`config.mk`:
```
export PLATFORM = sky130hd
export DESIGN_NAME = oam_bus_arbiter
export DESIGN_NICKNAME = d
export VERILOG_FILES = /design/src/rtl/oam_arb_pkg.sv /design/src/rtl/oam_req_pend.sv /design/src/rtl/oam_bus_arbiter.sv
export SDC_FILE = /design/constraint.sdc
export NUM_CORES = 1
export LEC_CHECK = 0
export CAP_MARGIN = 40
export CORE_UTILIZATION = 47
export DETAILED_ROUTE_END_ITERATION = 10
export GPL_ROUTABILITY_DRIVEN = 0
export GPL_TIMING_DRIVEN = 0
export PLACE_DENSITY = 0.89
export SLEW_MARGIN = 20
export SYNTH_ARGS = -nofsm -noshare
export SYNTH_HDL_FRONTEND = slang
export SYNTH_SLANG_ARGS = --single-unit
```
`constraint.sdc`:
```
create_clock -name clk1 -period 2.25 [get_ports clk1]
set_input_delay 0.3375 -clock clk1 [delete_from_list [all_inputs] [get_ports clk1]]
set_output_delay 0.3375 -clock clk1 [all_outputs]
set_load 0.02 [all_outputs]
```
`src/rtl/oam_arb_pkg.sv`:
```
// Shared types and constants for the OAM bus arbiter.
package oam_arb_pkg;

    typedef enum logic [1:0] {
        IDLE = 2'd0,
        ADDR = 2'd1,
        DATA = 2'd2
    } state_t;

    typedef enum logic [2:0] {
        NONE  = 3'd0,
        DMA   = 3'd1,
        FETCH = 3'd2,
        SCAN  = 3'd3,
        CPU   = 3'd4
    } owner_t;

    localparam logic [7:0] OAM_SIZE = 8'hA0;
    localparam logic [7:0] OPEN_BUS = 8'hFF;

endpackage

```
`src/rtl/oam_req_pend.sv`:
```
// Pulse-to-pending latch: captures addr/data/we on set, holds until cleared.
// cur_* bypasses a same-cycle set so a request granted on arrival uses fresh data.
module oam_req_pend (
    input  logic       clk,
    input  logic       nreset,
    input  logic       set,
    input  logic       clr,
    input  logic [7:0] addr,
    input  logic [7:0] data,
    input  logic       we,
    output logic       pend,
    output logic       ovr,
    output logic [7:0] cur_addr,
    output logic [7:0] cur_data,
    output logic       cur_we
);
    logic [7:0] addr_q;
    logic [7:0] data_q;
    logic       we_q;

    assign cur_addr = set ? addr : addr_q;
    assign cur_data = set ? data : data_q;
    assign cur_we   = set ? we   : we_q;

    always_ff @(posedge clk) begin
        if (!nreset) begin
            pend   <= 1'b0;
            ovr    <= 1'b0;
            addr_q <= 8'h00;
            data_q <= 8'h00;
            we_q   <= 1'b0;
        end else begin
            if (set) begin
                addr_q <= addr;
                data_q <= data;
                we_q   <= we;
            end
            if (clr) begin
                pend <= 1'b0;
            end else if (set) begin
                pend <= 1'b1;
            end
            // A new byte landing on an unserviced one loses the old byte.
            if (set && pend) begin
                ovr <= 1'b1;
            end
        end
    end

endmodule

```
`src/rtl/oam_bus_arbiter.sv`:
```
// Shares the OAM RAM between DMA, PPU fetch, PPU scan and CPU as two-clock
// ADDR/DATA accesses; colliding CPU accesses return open bus.
module oam_bus_arbiter
    import oam_arb_pkg::*;
(
    input  logic       clk1,
    input  logic       nreset6,
    input  logic       dma_run,
    input  logic       dma_stb,
    input  logic [7:0] dma_addr,
    input  logic [7:0] dma_data,
    input  logic       fetch_req,
    input  logic [7:0] fetch_addr,
    output logic       fetch_rdy,
    output logic [7:0] fetch_rdata,
    input  logic       scan_req,
    input  logic [5:0] scan_idx,
    output logic       scan_rdy,
    output logic [7:0] scan_y,
    output logic [7:0] scan_x,
    input  logic       cpu_req,
    input  logic       cpu_we,
    input  logic [7:0] cpu_addr,
    input  logic [7:0] cpu_wdata,
    output logic       cpu_ack,
    output logic [7:0] cpu_rdata,
    output logic [7:0] oam_addr,
    output logic [7:0] oam_wdata,
    output logic       oam_we,
    output logic       oam_re,
    input  logic [7:0] oam_rdata,
    output owner_t     owner,
    output logic       dma_ovr,
    output state_t     fsm_state
);
    state_t     state, next_state;
    owner_t     grant, owner_q;
    logic       dma_pend, cpu_pend, cpu_ovr_unused;
    logic [7:0] dma_cur_addr, dma_cur_data, cpu_cur_addr, cpu_cur_data;
    logic       dma_cur_we, cpu_cur_we;
    logic [7:0] acc_addr, acc_wdata, sel_addr, sel_wdata, rd_val;
    logic       acc_we, acc_ok, sel_we;
    logic [5:0] scan_idx_q;
    logic       scan_second, scan_cont;
    logic       cpu_bad, cpu_accept, cpu_reject;

    assign cpu_bad    = dma_run | fetch_req | scan_req | (cpu_addr >= OAM_SIZE);
    assign cpu_accept = cpu_req & ~cpu_pend & ~cpu_bad;
    assign cpu_reject = cpu_req & ~cpu_pend & cpu_bad;
    assign scan_cont  = (state == DATA) && (owner_q == SCAN) && !scan_second;
    assign rd_val     = acc_ok ? oam_rdata : OPEN_BUS;

    oam_req_pend u_dma_pend (
        .clk(clk1), .nreset(nreset6), .set(dma_stb), .clr(grant == DMA),
        .addr(dma_addr), .data(dma_data), .we(1'b1),
        .pend(dma_pend), .ovr(dma_ovr),
        .cur_addr(dma_cur_addr), .cur_data(dma_cur_data), .cur_we(dma_cur_we)
    );

    oam_req_pend u_cpu_pend (
        .clk(clk1), .nreset(nreset6), .set(cpu_accept), .clr(grant == CPU),
        .addr(cpu_addr), .data(cpu_wdata), .we(cpu_we),
        .pend(cpu_pend), .ovr(cpu_ovr_unused),
        .cur_addr(cpu_cur_addr), .cur_data(cpu_cur_data), .cur_we(cpu_cur_we)
    );

    always_ff @(posedge clk1) begin
        if (!nreset6) state <= IDLE;
        else          state <= next_state;
    end

    always_comb begin
        next_state = state;
        grant      = NONE;
        if (state == IDLE || state == DATA) begin
            // An open scan burst keeps the bus for its X byte, even over DMA.
            if (scan_cont)                   grant = SCAN;
            else if (dma_pend)               grant = DMA;
            else if (fetch_req)              grant = FETCH;
            else if (scan_req)               grant = SCAN;
            else if (cpu_pend || cpu_accept) grant = CPU;
        end
        case (state)
            IDLE:    if (grant != NONE) next_state = ADDR;
            ADDR:    next_state = DATA;
            DATA:    next_state = (grant != NONE) ? ADDR : IDLE;
            default: next_state = IDLE;
        endcase
    end

    always_comb begin
        sel_addr  = 8'h00;
        sel_wdata = 8'h00;
        sel_we    = 1'b0;
        case (grant)
            DMA: begin
                sel_addr  = dma_cur_addr;
                sel_wdata = dma_cur_data;
                sel_we    = dma_cur_we;
            end
            FETCH: sel_addr = fetch_addr;
            SCAN:  sel_addr = scan_cont ? {scan_idx_q, 2'b01} : {scan_idx, 2'b00};
            CPU: begin
                sel_addr  = cpu_cur_addr;
                sel_wdata = cpu_cur_data;
                sel_we    = cpu_cur_we;
            end
            default: ;
        endcase
    end

    always_ff @(posedge clk1) begin
        if (!nreset6) begin
            owner_q     <= NONE;
            acc_addr    <= 8'h00;
            acc_wdata   <= 8'h00;
            acc_we      <= 1'b0;
            acc_ok      <= 1'b0;
            scan_idx_q  <= 6'd0;
            scan_second <= 1'b0;
            fetch_rdy   <= 1'b0;
            fetch_rdata <= 8'h00;
            scan_rdy    <= 1'b0;
            scan_y      <= 8'h00;
            scan_x      <= 8'h00;
            cpu_ack     <= 1'b0;
            cpu_rdata   <= 8'h00;
        end else begin
            fetch_rdy <= 1'b0;
            scan_rdy  <= 1'b0;
            cpu_ack   <= 1'b0;
            if (cpu_reject) begin
                cpu_ack   <= 1'b1;
                cpu_rdata <= OPEN_BUS;
            end
            if (state == DATA) begin
                case (owner_q)
                    FETCH: begin
                        fetch_rdy   <= 1'b1;
                        fetch_rdata <= rd_val;
                    end
                    SCAN: begin
                        if (scan_second) begin
                            scan_x   <= rd_val;
                            scan_rdy <= 1'b1;
                        end else begin
                            scan_y <= rd_val;
                        end
                    end
                    CPU: begin
                        cpu_ack <= 1'b1;
                        if (!acc_we) cpu_rdata <= rd_val;
                    end
                    default: ;
                endcase
            end
            if (grant != NONE) begin
                owner_q     <= grant;
                acc_addr    <= sel_addr;
                acc_wdata   <= sel_wdata;
                acc_we      <= sel_we;
                acc_ok      <= (sel_addr < OAM_SIZE);
                scan_second <= scan_cont;
                if (grant == SCAN && !scan_cont) scan_idx_q <= scan_idx;
            end else if (state == DATA) begin
                owner_q     <= NONE;
                scan_second <= 1'b0;
            end
        end
    end

    // Strobes are gated by reset so an aborted access never touches the RAM.
    assign oam_we    = nreset6 & (state == DATA) & acc_ok & acc_we;
    assign oam_re    = nreset6 & (state == DATA) & acc_ok & ~acc_we;
    assign oam_addr  = acc_addr;
    assign oam_wdata = acc_wdata;
    assign owner     = owner_q;
    assign fsm_state = state;

endmodule

```
==> out/qor.txt <==
status: finished clean
vias per cell: 5.72
starting density of the core: 48.7%
multiplexer share of the synthesized area: 8.49%
most numerous cell in the Yosys netlist: dfxtp_1
Post-synth EDFFs: 0
Final Non-Filler Cells: 670
CP arrival: 2.42 ns
area delta synth->final: 39.9%
Lkg Pwr: 2.19 nW
crit-path max FO: 10
DR pass1 iterations: 5
Root Buffer Master: clkbuf_8
YS warnings: 0
Max-Cap Viols: 0
largest net degree at the start of global routing: 18
Setup Skew: 0.0131 ns
post-synth top area cell: dfxtp_1
adder-cell area share of the yosys netlist: 0%
Clock Path Buffers: 2
Buf/Inv on CP: 2
share of cells above drive strength 1: 11.9%
Worst Hold Launch: dma_stb
Die H: 94.5 um
antenna viol nets, final: 0
diode count: 0
critical path class: reg -> reg
Post-Route WL: 11,600 um
Total GRT Usage: 26.2%
Final setup viols: 0
main combinational cell family by area after synthesis: compound AO/OA/AOI/OAI gates
RR Endpoint: oam_addr[1]$_SDFFE_PN0P_
initial antenna violation count: 0
# rows: 33
family with the most delay on the worst path: simple AND/OR/NAND/NOR gates
highest-delay cell along the critical path: nand4bb_2
Critical Path End Type: flip-flop
critical path's most frequent cell: buf_2
gr ovfl total: 0
post-route minimum period: 2.16 ns
DRC: 0
worst slack, placed: -0.542 ns
worst r2r path cells: 8
total die area: 8940 sq um
die width: 94.5 um
Min-Delay Path Class: in -> reg
clk sink count: 102
TritonCTS clock tree: yes
Power Total: 3.83 mW
Async S/R FF share, synth: 0%
power per cell area: 680 nW/um^2
hold path endpoint: u_dma_pend.data_q[6]$_SDFF_PN0_
hold_buf cts: 0
Setup TNS: 0 ns
Finished Cell Area: 5630 sq um
Iteration-0 DRC Markers: 267
Compound-Gate Fraction of Synth Area: 18.8%
RSZ-0062 raised after global routing: true
drt wl/cell: 17.4 um
post-synthesis simple-gate area fraction: 18.7%
Post-Synth XOR/XNOR Area: 0%
startpoint types: flip-flop
CP Cell Sequence: nand4bb_2, nor2_4, buf_2, buf_2, nor2_1, a31oi_1, o21ai_0, and2_1
fillers: 662
DP Area: 5350 sq um
worst r2r src: owner[2]$_SDFFE_PN0P_
via total after detailed routing: 3,831
Worst-Skew Late Latency: 0.36 ns
post-synth cell types: 47
sequential share of the synthesized area: 50.7%
Synth Net Count: 491
headroom to the max-slew limit: 56.4%
top cell type's share of synthesized area: 50.7%
Fmax: 462 MHz
area of the mapped netlist: 4030 sq um
worst-margin pin slew: 0.653 ns
Num CTS Buffers: 9
Synth area leaders: dfxtp_1 (51%), nor2_1 (7.4%), mux2i_1 (6.0%), a211oi_1 (4.7%), a21oi_1 (3.7%)
# IOs: 121
DP HPWL: 8470 um
register bit total from synthesis: 102
Port Buffers: 119
synth cell count leaders: dfxtp_1 (102), nor2_1 (79), a21oi_1 (30), a211oi_1 (25)
cts repair resizes: 7
clock-pin slew of the registers on the worst-case setup and hold paths: 0.10 ns
hold path cells: 3
area of the core: 8260 sq um
nets: 622
vias in the first global route: 3,642
Post-CTS Setup Inserts: 0
r2r setup slk: 0.09 ns
Main synth FF type: dfxtp_1
placed insts: 653
final period utilization: 96.1%
Post-Synthesis Cells: 429
final hold violations: 0
CP required: 2.51 ns
worst IR drop on VDD: 0.000496 V
Slew Limit Fails: 0
CP max stage delay: 0.37 ns
H-tree levels: 3
PnR worst setup slack: 0.0876 ns
first-pass GRT wire length: 17,900 um
Mapped Avg Cell Area: 9.38 sq um
-- cells by family (layout without fill, tap and decap cells) --
logic type,Yosys count,after routing
simple gates,160,160
mux,33,33
flops,102,102
buf+inv,30,166
compound gates,104,104
-- worst max-delay path by stage --
stage,from,endpoint,slack [ns],depth (start not counted)
after detailed placement,fetch_req,oam_wdata[6]$_SDFFE_PN0P_,-0.54,7
after CTS,fsm_state[0]$_SDFFE_PN0P_,acc_ok$_SDFFE_PN0P_,0.0004,6
final,owner[2]$_SDFFE_PN0P_,oam_addr[1]$_SDFFE_PN0P_,0.09,8
after global placement,fetch_req,oam_wdata[6]$_SDFFE_PN0P_,-0.54,7
after global routing,cpu_addr[6],acc_ok$_SDFFE_PN0P_,0.003,8
after floorplan,owner[2]$_SDFFE_PN0P_,acc_ok$_SDFFE_PN0P_,0.23,7
-- layout by cell type (no fill, tap or decap), types with 4 or more instances in the layout --
| master | count |
|---|---|
| buf_2 | 6 |
| a31oi_1 | 6 |
| o211a_1 | 8 |
| nor2_1 | 75 |
| nand3_1 | 4 |
| a21oi_1 | 29 |
| dfxtp_1 | 102 |
| nor2b_1 | 10 |
| o221a_2 | 10 |
| a211oi_1 | 25 |
| clkbuf_8 | 9 |
| nand2b_1 | 11 |
| clkbuf_2 | 6 |
| clkdlybuf4s50_1 | 115 |
| and2_1 | 9 |
| mux2_2 | 7 |
| nor3_1 | 7 |
| a221o_1 | 5 |
| mux2i_1 | 23 |
| nand2_1 | 23 |
| clkbuf_1 | 16 |
| o21ai_0 | 9 |
-- power breakdown --
group	internal [mW]	total (mW)	switching (mW)
registers	1.90	1.95	0.0544
clock network	0.523	1.16	0.637
logic	0.338	0.716	0.378
total	2.76	3.83	1.07
-- flip-flops by register name (all words and copies together), names as in the netlist, 2 cells and up --
signal and cells:
oam_wdata 8, oam_addr 8, u_dma_pend.data_q 8, fetch_rdata 8
scan_x 8, u_cpu_pend.data_q 8, fsm_state 2, u_dma_pend.addr_q 8
cpu_rdata 8, scan_y 8, u_cpu_pend.addr_q 8, scan_idx_q 6
owner 3
-- metal layers --
metal	track usage, %	share of wire, %	vias up
met3	6.52	8.0	39
met2	42.8	48	208
met4	14.3	3.9	0
met1	31.8	40	1798
met5	0	0	-
li1	-	-	1786
-- worst min-delay path: stages --
cell     delay [ns]
buf_2          0.19
mux2i_1        0.17
nor2_1         0.08
-- per-stage QoR --
stage                     hold WS, ns  utilization, %
after CTS                       0.436            67.2
after detailed placement        0.450            64.8
after floorplan                 0.422               -
after global placement          0.432            64.8
after global routing            0.472            68.2
final                           0.455            68.2
-- cell type report --
class | count | area (sq um) | area share (%)
well taps | 105 | 131 | 2.33
clock buffers | 10 | 128 | 2.27
clock inverters | 6 | 68.8 | 1.22
flip-flops and latches | 102 | 2040 | 36.3
inverters | 3 | 11.3 | 0.200
repair buffers | 120 | 1190 | 21.1
multi-input cells | 297 | 1940 | 34.4
plain buffers | 27 | 124 | 2.20
Power figures use the tool's default switching activity.
